--- src/rtl/bus_drive_sequencer.sv ---
// bus_drive_sequencer
//   Registered front end for an octal tri-state bus driver that is split into two 4-bit groups.
//   Each group has its own active-low output enable. On an accepted request the byte is
//   captured and held on the driver A inputs. The enables then run through setup, drive and
//   turnaround phases, so that bus drivers never overlap.
//
//   Optional feature (macro BUS_DRV_ABORT_EN): adds the abort input and the sticky aborted
//   output. An abort in SETUP or DRIVE cuts the drive phase short.
//
// Ports
//   sysclk     in   system clock, rising edge
//   sys_rst_n  in   asynchronous active-low reset
//   req        in   start a drive cycle (sampled only in IDLE)
//   data_in    in   [7:0] byte to drive, captured on acceptance
//   grp_sel    in   [1:0] bit0 = group 1 (low nibble), bit1 = group 2 (high nibble)
//   abort      in   (BUS_DRV_ABORT_EN) abandon the drive phase
//   aborted    out  (BUS_DRV_ABORT_EN) sticky, set by abort, cleared on next acceptance
//   busy       out  high from acceptance until return to IDLE
//   done       out  one-cycle pulse in the final cycle before IDLE
//   drv_a      out  [7:0] driver A inputs; [3:0] group 1, [7:4] group 2
//   oe1_n      out  group 1 enable (1G_n), active low
//   oe2_n      out  group 2 enable (2G_n), active low
module bus_drive_sequencer #(
    parameter int DRIVE_CYCLES = 2,
    parameter int TURN_CYCLES  = 1
) (
    input  logic       sysclk,
    input  logic       sys_rst_n,
    input  logic       req,
    input  logic [7:0] data_in,
    input  logic [1:0] grp_sel,
`ifdef BUS_DRV_ABORT_EN
    input  logic       abort,
    output logic       aborted,
`endif
    output logic       busy,
    output logic       done,
    output logic [7:0] drv_a,
    output logic       oe1_n,
    output logic       oe2_n
);

    if (DRIVE_CYCLES < 1 || DRIVE_CYCLES > 15) begin : gBadDriveCycles
        $error("bus_drive_sequencer: DRIVE_CYCLES must be in 1..15");
    end
    if (TURN_CYCLES < 0 || TURN_CYCLES > 7) begin : gBadTurnCycles
        $error("bus_drive_sequencer: TURN_CYCLES must be in 0..7");
    end

    localparam bit         HasTurn   = (TURN_CYCLES > 0);
    localparam logic [3:0] DriveLoad = 4'(DRIVE_CYCLES - 1);
    localparam logic [3:0] TurnLoad  = HasTurn ? 4'(TURN_CYCLES - 1) : 4'd0;

    typedef enum logic [1:0] {StIdle, StSetup, StDrive, StTurn} stateT;

    stateT      stateQ, stateD;
    logic [3:0] cntQ, cntD;
    logic [1:0] grpQ, grpD;
    logic [7:0] drvQ, drvD;
    logic       abortedQ, abortedD;
    logic       busyQ, busyD;
    logic       doneQ, doneD;
    logic       oe1Q, oe1D;
    logic       oe2Q, oe2D;
    logic       lastD;

    always_comb begin
        stateD   = stateQ;
        cntD     = cntQ;
        grpD     = grpQ;
        drvD     = drvQ;
        abortedD = abortedQ;

        unique case (stateQ)
            StIdle: begin
                // A request with no group selected has nothing to drive, so it is dropped.
                if (req && grp_sel != 2'b00) begin
                    stateD   = StSetup;
                    drvD     = data_in;
                    grpD     = grp_sel;
                    abortedD = 1'b0;
                end
            end
            StSetup: begin
                stateD = StDrive;
                cntD   = DriveLoad;
            end
            StDrive: begin
                if (cntQ == 4'd0) begin
                    stateD = HasTurn ? StTurn : StIdle;
                    cntD   = TurnLoad;
                end else begin
                    cntD = cntQ - 4'd1;
                end
            end
            StTurn: begin
                if (cntQ == 4'd0) begin
                    stateD = StIdle;
                end else begin
                    cntD = cntQ - 4'd1;
                end
            end
            default: begin
                stateD = StIdle;
                cntD   = 4'd0;
            end
        endcase

`ifdef BUS_DRV_ABORT_EN
        if (abort && (stateQ == StSetup || stateQ == StDrive)) begin
            stateD   = HasTurn ? StTurn : StIdle;
            cntD     = TurnLoad;
            abortedD = 1'b1;
        end
`endif

        // All outputs are registered copies of what the next state implies.
        lastD = (stateD == StTurn && cntD == 4'd0) ||
                (!HasTurn && stateD == StDrive && cntD == 4'd0);
        busyD = (stateD != StIdle);
        doneD = lastD && !abortedD;
        oe1D  = !(stateD == StDrive && grpD[0]);
        oe2D  = !(stateD == StDrive && grpD[1]);
    end

    // Reset clears the enable registers asynchronously, so both groups release at once.
    always_ff @(posedge sysclk or negedge sys_rst_n) begin
        if (!sys_rst_n) begin
            stateQ   <= StIdle;
            cntQ     <= 4'd0;
            grpQ     <= 2'b00;
            drvQ     <= 8'h00;
            abortedQ <= 1'b0;
            busyQ    <= 1'b0;
            doneQ    <= 1'b0;
            oe1Q     <= 1'b1;
            oe2Q     <= 1'b1;
        end else begin
            stateQ   <= stateD;
            cntQ     <= cntD;
            grpQ     <= grpD;
            drvQ     <= drvD;
            abortedQ <= abortedD;
            busyQ    <= busyD;
            doneQ    <= doneD;
            oe1Q     <= oe1D;
            oe2Q     <= oe2D;
        end
    end

    assign busy  = busyQ;
    assign done  = doneQ;
    assign drv_a = drvQ;
    assign oe1_n = oe1Q;
    assign oe2_n = oe2Q;
`ifdef BUS_DRV_ABORT_EN
    assign aborted = abortedQ;
`endif

endmodule

--- config.mk ---
export PLATFORM = sky130hd
export DESIGN_NAME = bus_drive_sequencer
export DESIGN_NICKNAME = d
export VERILOG_FILES = /design/src/rtl/bus_drive_sequencer.sv
export SDC_FILE = /design/constraint.sdc
export NUM_CORES = 1
export LEC_CHECK = 0
export ABC_AREA = 1
export CAP_MARGIN = 10
export CELL_PAD_IN_SITES_DETAIL_PLACEMENT = 0
export CELL_PAD_IN_SITES_GLOBAL_PLACEMENT = 2
export CORE_ASPECT_RATIO = 0.9
export CORE_MARGIN = 5
export CORE_UTILIZATION = 26
export CTS_BUF_LIST = sky130_fd_sc_hd__clkbuf_2
export DETAILED_ROUTE_END_ITERATION = 8
export GPL_TIMING_DRIVEN = 1
export PLACE_DENSITY_LB_ADDON = 0.1
export SLEW_MARGIN = 40
export SYNTH_ARGS = -nofsm -noshare
export SYNTH_HDL_FRONTEND = slang
export SYNTH_SLANG_ARGS = --single-unit
--- constraint.sdc ---
create_clock -name sysclk -period 1.5 [get_ports sysclk]
set_input_delay 0.225 -clock sysclk [delete_from_list [all_inputs] [get_ports sysclk]]
set_output_delay 0.225 -clock sysclk [all_outputs]
set_load 0.1 [all_outputs]
After elaboration in Yosys (flattened, before gate mapping)
Cells that the tools add are included.

Flip-flop bits (word level): 21. Input bits: 13. Output and inout port bits: 12. Word-level logic and storage cells: 40.

Add/sub/neg operators: 1. Eq/ne operators: 5. Mux-type cells: 11. Reductions and logical operators: 14.

Operator list (number): $pmux W4 S3 (1); $mux W2 (5); $eq A2 B2 Y1 const B (4); $logic_not A4 Y1 (2); $mux W4 (2); $pmux W2 S4 (1); $logic_and A1 B1 Y1 (5); $reduce_bool A2 Y1 (2); $sub A4 B1 Y4 const B (1); $logic_not A1 Y1 (3); $eq A2 B1 Y1 const B (1); $logic_not A2 Y1 (1); $mux W1 (2); $reduce_and A2 Y1 (1).

Logic depth before layout (Yosys ltp)
Word-level depth: 7. Gate-level depth with buffers: 11. Mapped depth without buffers: 11.

Worst setup path before layout
Ideal clock, no wire load.

Path type: register to register. Start point: reg cntQ[0]. End point: reg doneQ, in the netlist done. Library setup time: 0.069 ns. Data arrival time: 1.491 ns. Data required time: 1.431 ns. Path slack: -0.060 ns. Stages on the path, launching flop included: 11. Buffers on the path: 0. Period minus slack after synthesis: 1.560 ns. Cell sequence: dfrtp_1 > inv_1 > ha_1 > nand2_2 > ha_1 > a21oi_1 > nor2_1 > nand2_1 > nor2_1 > nand2_1 > nor2_2.

Word-level cells in the longest chain between the ends: 6. Elaborated cells on any way between the ends: 12. Those cells by class: add/sub (1); eq/ne (1); mux (6); reduce/logical (4).

RTL lines: start, declared (RTL line 57) `logic [3:0] cntQ, cntD;`; start signal, assigned (RTL line 140) `cntQ <= cntD;`; $sub A4 B1 Y4 or $logic_not A4 Y1 (tied branches); $mux W4 (tied with other cells) (RTL line 97) `if (cntQ == 4'd0) begin`; $pmux W4 S3 or $pmux W2 S4 (tied branches) (RTL line 74) `unique case (stateQ)`; $logic_not A4 Y1 or $eq A2 B2 Y1 (tied branches) (RTL line 118) `lastD = (stateD == StTurn && cntD == 4'd0) ||`; $logic_and A1 B1 Y1 * (RTL line 118); $logic_and A1 B1 Y1 * (RTL line 121) `doneD = lastD && !abortedD;`; named net doneD (RTL line 62) `logic doneQ, doneD;`; end signal, assigned (RTL line 145) `doneQ <= doneD;`; end, declared (RTL line 62).

The timed path passes the listed nets; every way through them passes the cells marked *. A chain may end at the register's enable or synchronous reset.

Worst setup path in the final report
Same ends and word-level chain as after synthesis.

==> metrics.txt <==
Arr. time, crit path 1.71 ns; final setup vio count 0; largest cells by area after synthesis dfrtp_1 50%, nand2_1 17%, inv_1 6.3%, dfstp_2 5.5%, nand3_1 4.7%; Setup crit end kind flip-flop; clk_lat worst skew 0.30 ns; final net count 167; PortBufs 24; DRT Wirelength 2.06 mm; CP top delay family simple AND/OR/NAND/NOR gates; first-pass GRT wire length 3.54 mm; Pre-antenna DRT Iters 4; synthesized flop and latch total 21; slowest stage delay, CP 0.42 ns; cells along the critical path inv_2, ha_4, nand2_4, ha_4, a21oi_2, nor2_2, nand2_1, nor2_1, nand2_1, nor2_2; Synth Warn # 0; max-cap viol count 0; DRT iter0 DRCs 31; TritonCTS clock tree built; top-area cell type share of the netlist area 49.6%; Max transition margin 80.9%; layout cells sized above 1 27.8%; clock skew 0.00110 ns; most frequent cells in the layout 44 x nand2_1, 19 x dfrtp_1, 14 x inv_1; r2r setup slk 0.04 ns; Die Y 67.6 µm; data required time of the worst path 1.75 ns; Synth Cell Area 958 µm²; Placed Cells 192; largest net degree at the start of global routing 22; Worst path slowest cell dfrtp_1; dpl cell area 1450 µm²; Die ar. 5000 µm²; worst flop-to-flop path endpoint done; sequential fraction of the synthesis area 55.1%; Final period util 97.1%; total gr overflow 0; Slew Limit Fails 0; Cell Count, Final, Fillers Out 197; dpl hpwl 1.65 mm; via count 788; initial antenna violation count 0; Placer Congestion 0.837; commonest non-fill, non-tap cell in the layout nand2_1; vias in the first global route 780; crit path max fanout 2; fmax 687 MHz; CTS buffer count 3; hold_buf cts 0; antenna cell count 0; setup tns final 0 ns; Initial Util 26.2%; Mapped Nets 128; minimum clock period 1.46 ns; cells after synthesis 113; Bufs on Longest Clock Path 2; Tightest Pin Transition 0.286 ns; status completed; DRC 0; Fill cells 371; RSZ-0062 raised after global routing yes; worst hold slack 0.238 ns; Core ar. 3650 µm²; syn avg cell area 8.48 µm²; Detail Route Antenna Nets 0; Max H-tree Level 1; # IOs 25; startpoint types flip-flop; Clk pin slew, worst setup/hold paths 0.18 ns; Hold WC Path Type input port to asynchronous set/reset pin; Area Growth Syn to Fin 57.0%; wire per inst 10.4 µm; type of the worst setup path flip-flop to flip-flop; fin area 1510 µm²; CTS root buf clkbuf_2; CTS sink cnt 21; endpoints failing hold 0; gr usage total 9.33%; DR vias/cell 4.00; worst reg2reg path depth 10; area leader, netlist dfrtp_1; Die X 74 µm; Cell variety after synth 17; Rows 21; Worst Path Buf+Inv 1; worst r2r src cntQ[0]
## repair_timing
| action | in CTS | in global routing |
|---|---|---|
| resized for setup | 7 | 0 |
| buffers inserted | 0 | 1 |
| pin swaps | 7 | 3 |
| endpoints found under the setup margin | 1 | 3 |
## cells in the mapped netlist, drive strengths merged
cell    n
dfrtp  19
o21ai   2
nor2   10
dfstp   2
or2     1
nand3  10
nand2  46
a21oi   2
inv    16
nand4   1
ha      2
buf     2
## through the flow
stage | utilization (%) | setup WS [ns]
final | 41.2 | 0.0437
after global routing | 41.2 | -0.0793
after CTS | 41.0 | 0.0204
after detailed placement | 39.7 | -0.0397
after global placement | 39.7 | 0.0275
after floorplan | - | 0.000518
## sequential cells by signal, indices dropped and copies added (netlist names)
name      count
cntQ          4
busy          1
stateQ        2
oe2_n         1
drv_a         8
oe1_n         1
done          1
grpQ          2
abortedQ      1
## cell type report
cell class,count,area [µm²],share of cell area (%)
multi-input cells,74,389,25.9
repair buffers,36,450,29.9
well taps,46,57.6,3.82
clock buffers,4,20.0,1.33
flip-flops and latches,21,528,35.1
inverters,16,60.1,3.99
## metal layers
layer	vias to the layer above	share of wire, %	global-route usage, %
li1	420	-	-
met1	352	47	12.5
met2	14	48	14.3
met3	2	5.0	3.57
met4	0	0.49	2.04
met5	-	0	0
## logic make-up (layout without fill, tap and decap cells)
kind of cell | Yosys count | in the layout | synth area share [%]
AND/OR/NAND/NOR | 68 | 68 | 31.6
adder cells (fa/ha/maj) | 2 | 2 | 2.61
buffers and inverters | 18 | 56 | 8.62
flip-flops | 21 | 21 | 55.1
AO/OA/AOI/OAI | 4 | 4 | 2.09
## worst max path at each step
stage	cells after the start	endpoint	slack [ns]	start
finish	10	done	0.04	cntQ[0]
global route	10	done	-0.08	cntQ[0]
CTS	11	done	0.02	cntQ[0]
detailed placement	10	done	-0.04	cntQ[0]
global placement	10	done	0.03	cntQ[1]
floorplan	10	done	0.0005	cntQ[0]
Power is left out: the tool's default activity adds up to more than one toggle a clock period on the data nets, which glitch-free logic cannot reach.
==> RTL change, RTL diff (same flow settings) <==
Build with the macro `BUS_DRV_ABORT_EN` defined.
--- a/src/rtl/bus_drive_sequencer.sv
+++ b/src/rtl/bus_drive_sequencer.sv
@@ -20,6 +20,8 @@
 //   drv_a      out  [7:0] driver A inputs; [3:0] group 1, [7:4] group 2
 //   oe1_n      out  group 1 enable (1G_n), active low
 //   oe2_n      out  group 2 enable (2G_n), active low
+`define BUS_DRV_ABORT_EN
+
 module bus_drive_sequencer #(
     parameter int DRIVE_CYCLES = 2,
     parameter int TURN_CYCLES  = 1
Interface: changed (added abort and aborted); port bits go from 25 to 27. The function was not compared with the original's and may differ.
==> RTL change against the unedited design <==
  * Final cell count increased by 20%
  * Design area grew 27%
  * Area after synthesis is 22% higher
  * Global-route usage increased by 0.31 points
  * Worst setup slack worse by 55 ps
  * Count of clock-buffer cells in the layout stayed put
  * Largest cell class is now multi-input gates
  * Highest routed layer unchanged
  * The run now ends with setup timing left
  * Sequential cell count did not move
  * Wire length increased by 29%
Power is not shown: default switching activity piles up to over one toggle a cycle in this logic, so the estimate is an artifact.
==> RTL change: results (changes against the unedited design) <==
metric,value,unit,change
grt_pass1_wl,4.39,mm,was 3.54 mm
nNonClkBuffers,52,,was 36
n_all_inverters,19,,was 16
fillers,451,,was 371
vias,937,,was 788
dpl-instance-area,1820,sq um,was 1450 sq um
skew,1.53,ps,was 1.10 ps
multiInputCombCellCount,78,,was 74
num_rows,23,,was 21
seq_area_frac_synth,0.452,,was 0.551
ff2ff_path_depth,12,,was 10
synthAdderAreaFrac,0.0749,,was 0.0261
clk_share,0.0105,,was 0.0133
seq_share,0.276,,was 0.351
synth_common_cells,"22 x nand2_1, 19 x dfrtp_1, 14 x inv_1",,"was 44 x nand2_1, 19 x dfrtp_1, 16 x inv_1"
htree_levels,1,,unchanged
post_drt_wl_per_cell,11.3,microns,was 10.4 microns
use_met3,0.0368,,was 0.0357
setup_ws,-11.5,ps,was 43.7 ps
synthMuxAreaShare,0.0931,,was 0
portBuffers,26,,was 24
finalSetupTns,-11.5,ps,was 0 ps
failed_checks,setup timing,,
gr-usage-met1,0.114,,was 0.125
synth_nets,141,,was 128
clkbuf_count,4,,unchanged
drt_iter0_markers,24,,was 31
setup_viol,1,,was 0
crit_arrival,1790,ps,was 1710 ps
status,"complete, but fails checks",,"was complete, no violations"
dp.cells,231,,was 192
nets,196,,was 167
gp_congestion,0.792,,was 0.837
synth.distinct_cells,23,,was 17
multiInputGateArea,619,sq um,was 389 sq um
synthTopCellsByArea,"dfrtp_1 41%, ha_1 7.5%, nand2_1 7.1%, mux2_4 6.4%, dfstp_2 4.5%",,"was dfrtp_1 50%, nand2_1 17%, inv_1 6.3%, dfstp_2 5.5%, nand3_1 4.7%"
utilization,0.434,,was 0.412
worst_slew_pin_slew,278,ps,was 286 ps
post_route_cells_drive_above_1_share,0.540,,was 0.278
seq_cells,21,,unchanged
buffer_area_frac,0.308,,was 0.299
dp_hpwl,2.14,mm,was 1.65 mm
grt_pass1_vias,981,,was 780
avgSynthCellArea,9.74,sq um,was 8.48 sq um
use_met2,0.169,,was 0.143
post-place-ws,-100,ps,was -39.7 ps
synth-compound-area-share,0.0589,,was 0.0209
worst_hold_slack,211,ps,was 238 ps
clk_pin_slew,200,ps,was 180 ps
grt_usage,0.0965,,was 0.0933
-- RTL change: what timing repair did --
item / 4_1_cts / 5_1_grt
pin swaps: 9 / 2
hold endpoints to repair: 0 / 0
buffers inserted: 1 / 0
gates resized for setup: 18 / 3
cloned: 0 / 0
setup endpoints to repair: 6 / 5
-- RTL change: routing by layer --
| layer | share of wire | vias up |
|---|---|---|
| met5 | 0 | - |
| met1 | 0.43 | 435 |
| met3 | 0.060 | 2 |
| li1 | - | 483 |
| met2 | 0.51 | 17 |
| met4 | 0.0045 | 0 |
-- RTL change: worst max-delay path: stages, from the launching register on --
cell	delay, ps
dfrtp_1	430
inv_2	80
ha_4	140
nand2_4	60
ha_4	270
inv_2	20
nand2_1	40
nand3_1	60
nand2_1	70
inv_2	50
a21oi_4	100
nand3_2	70
nor2_2	70
-- RTL change: cell families after synthesis --
family / after synthesis
compound gates: 7
mux: 8
buf+inv: 21
simple gates: 56
fa+ha+maj: 7
flops: 21
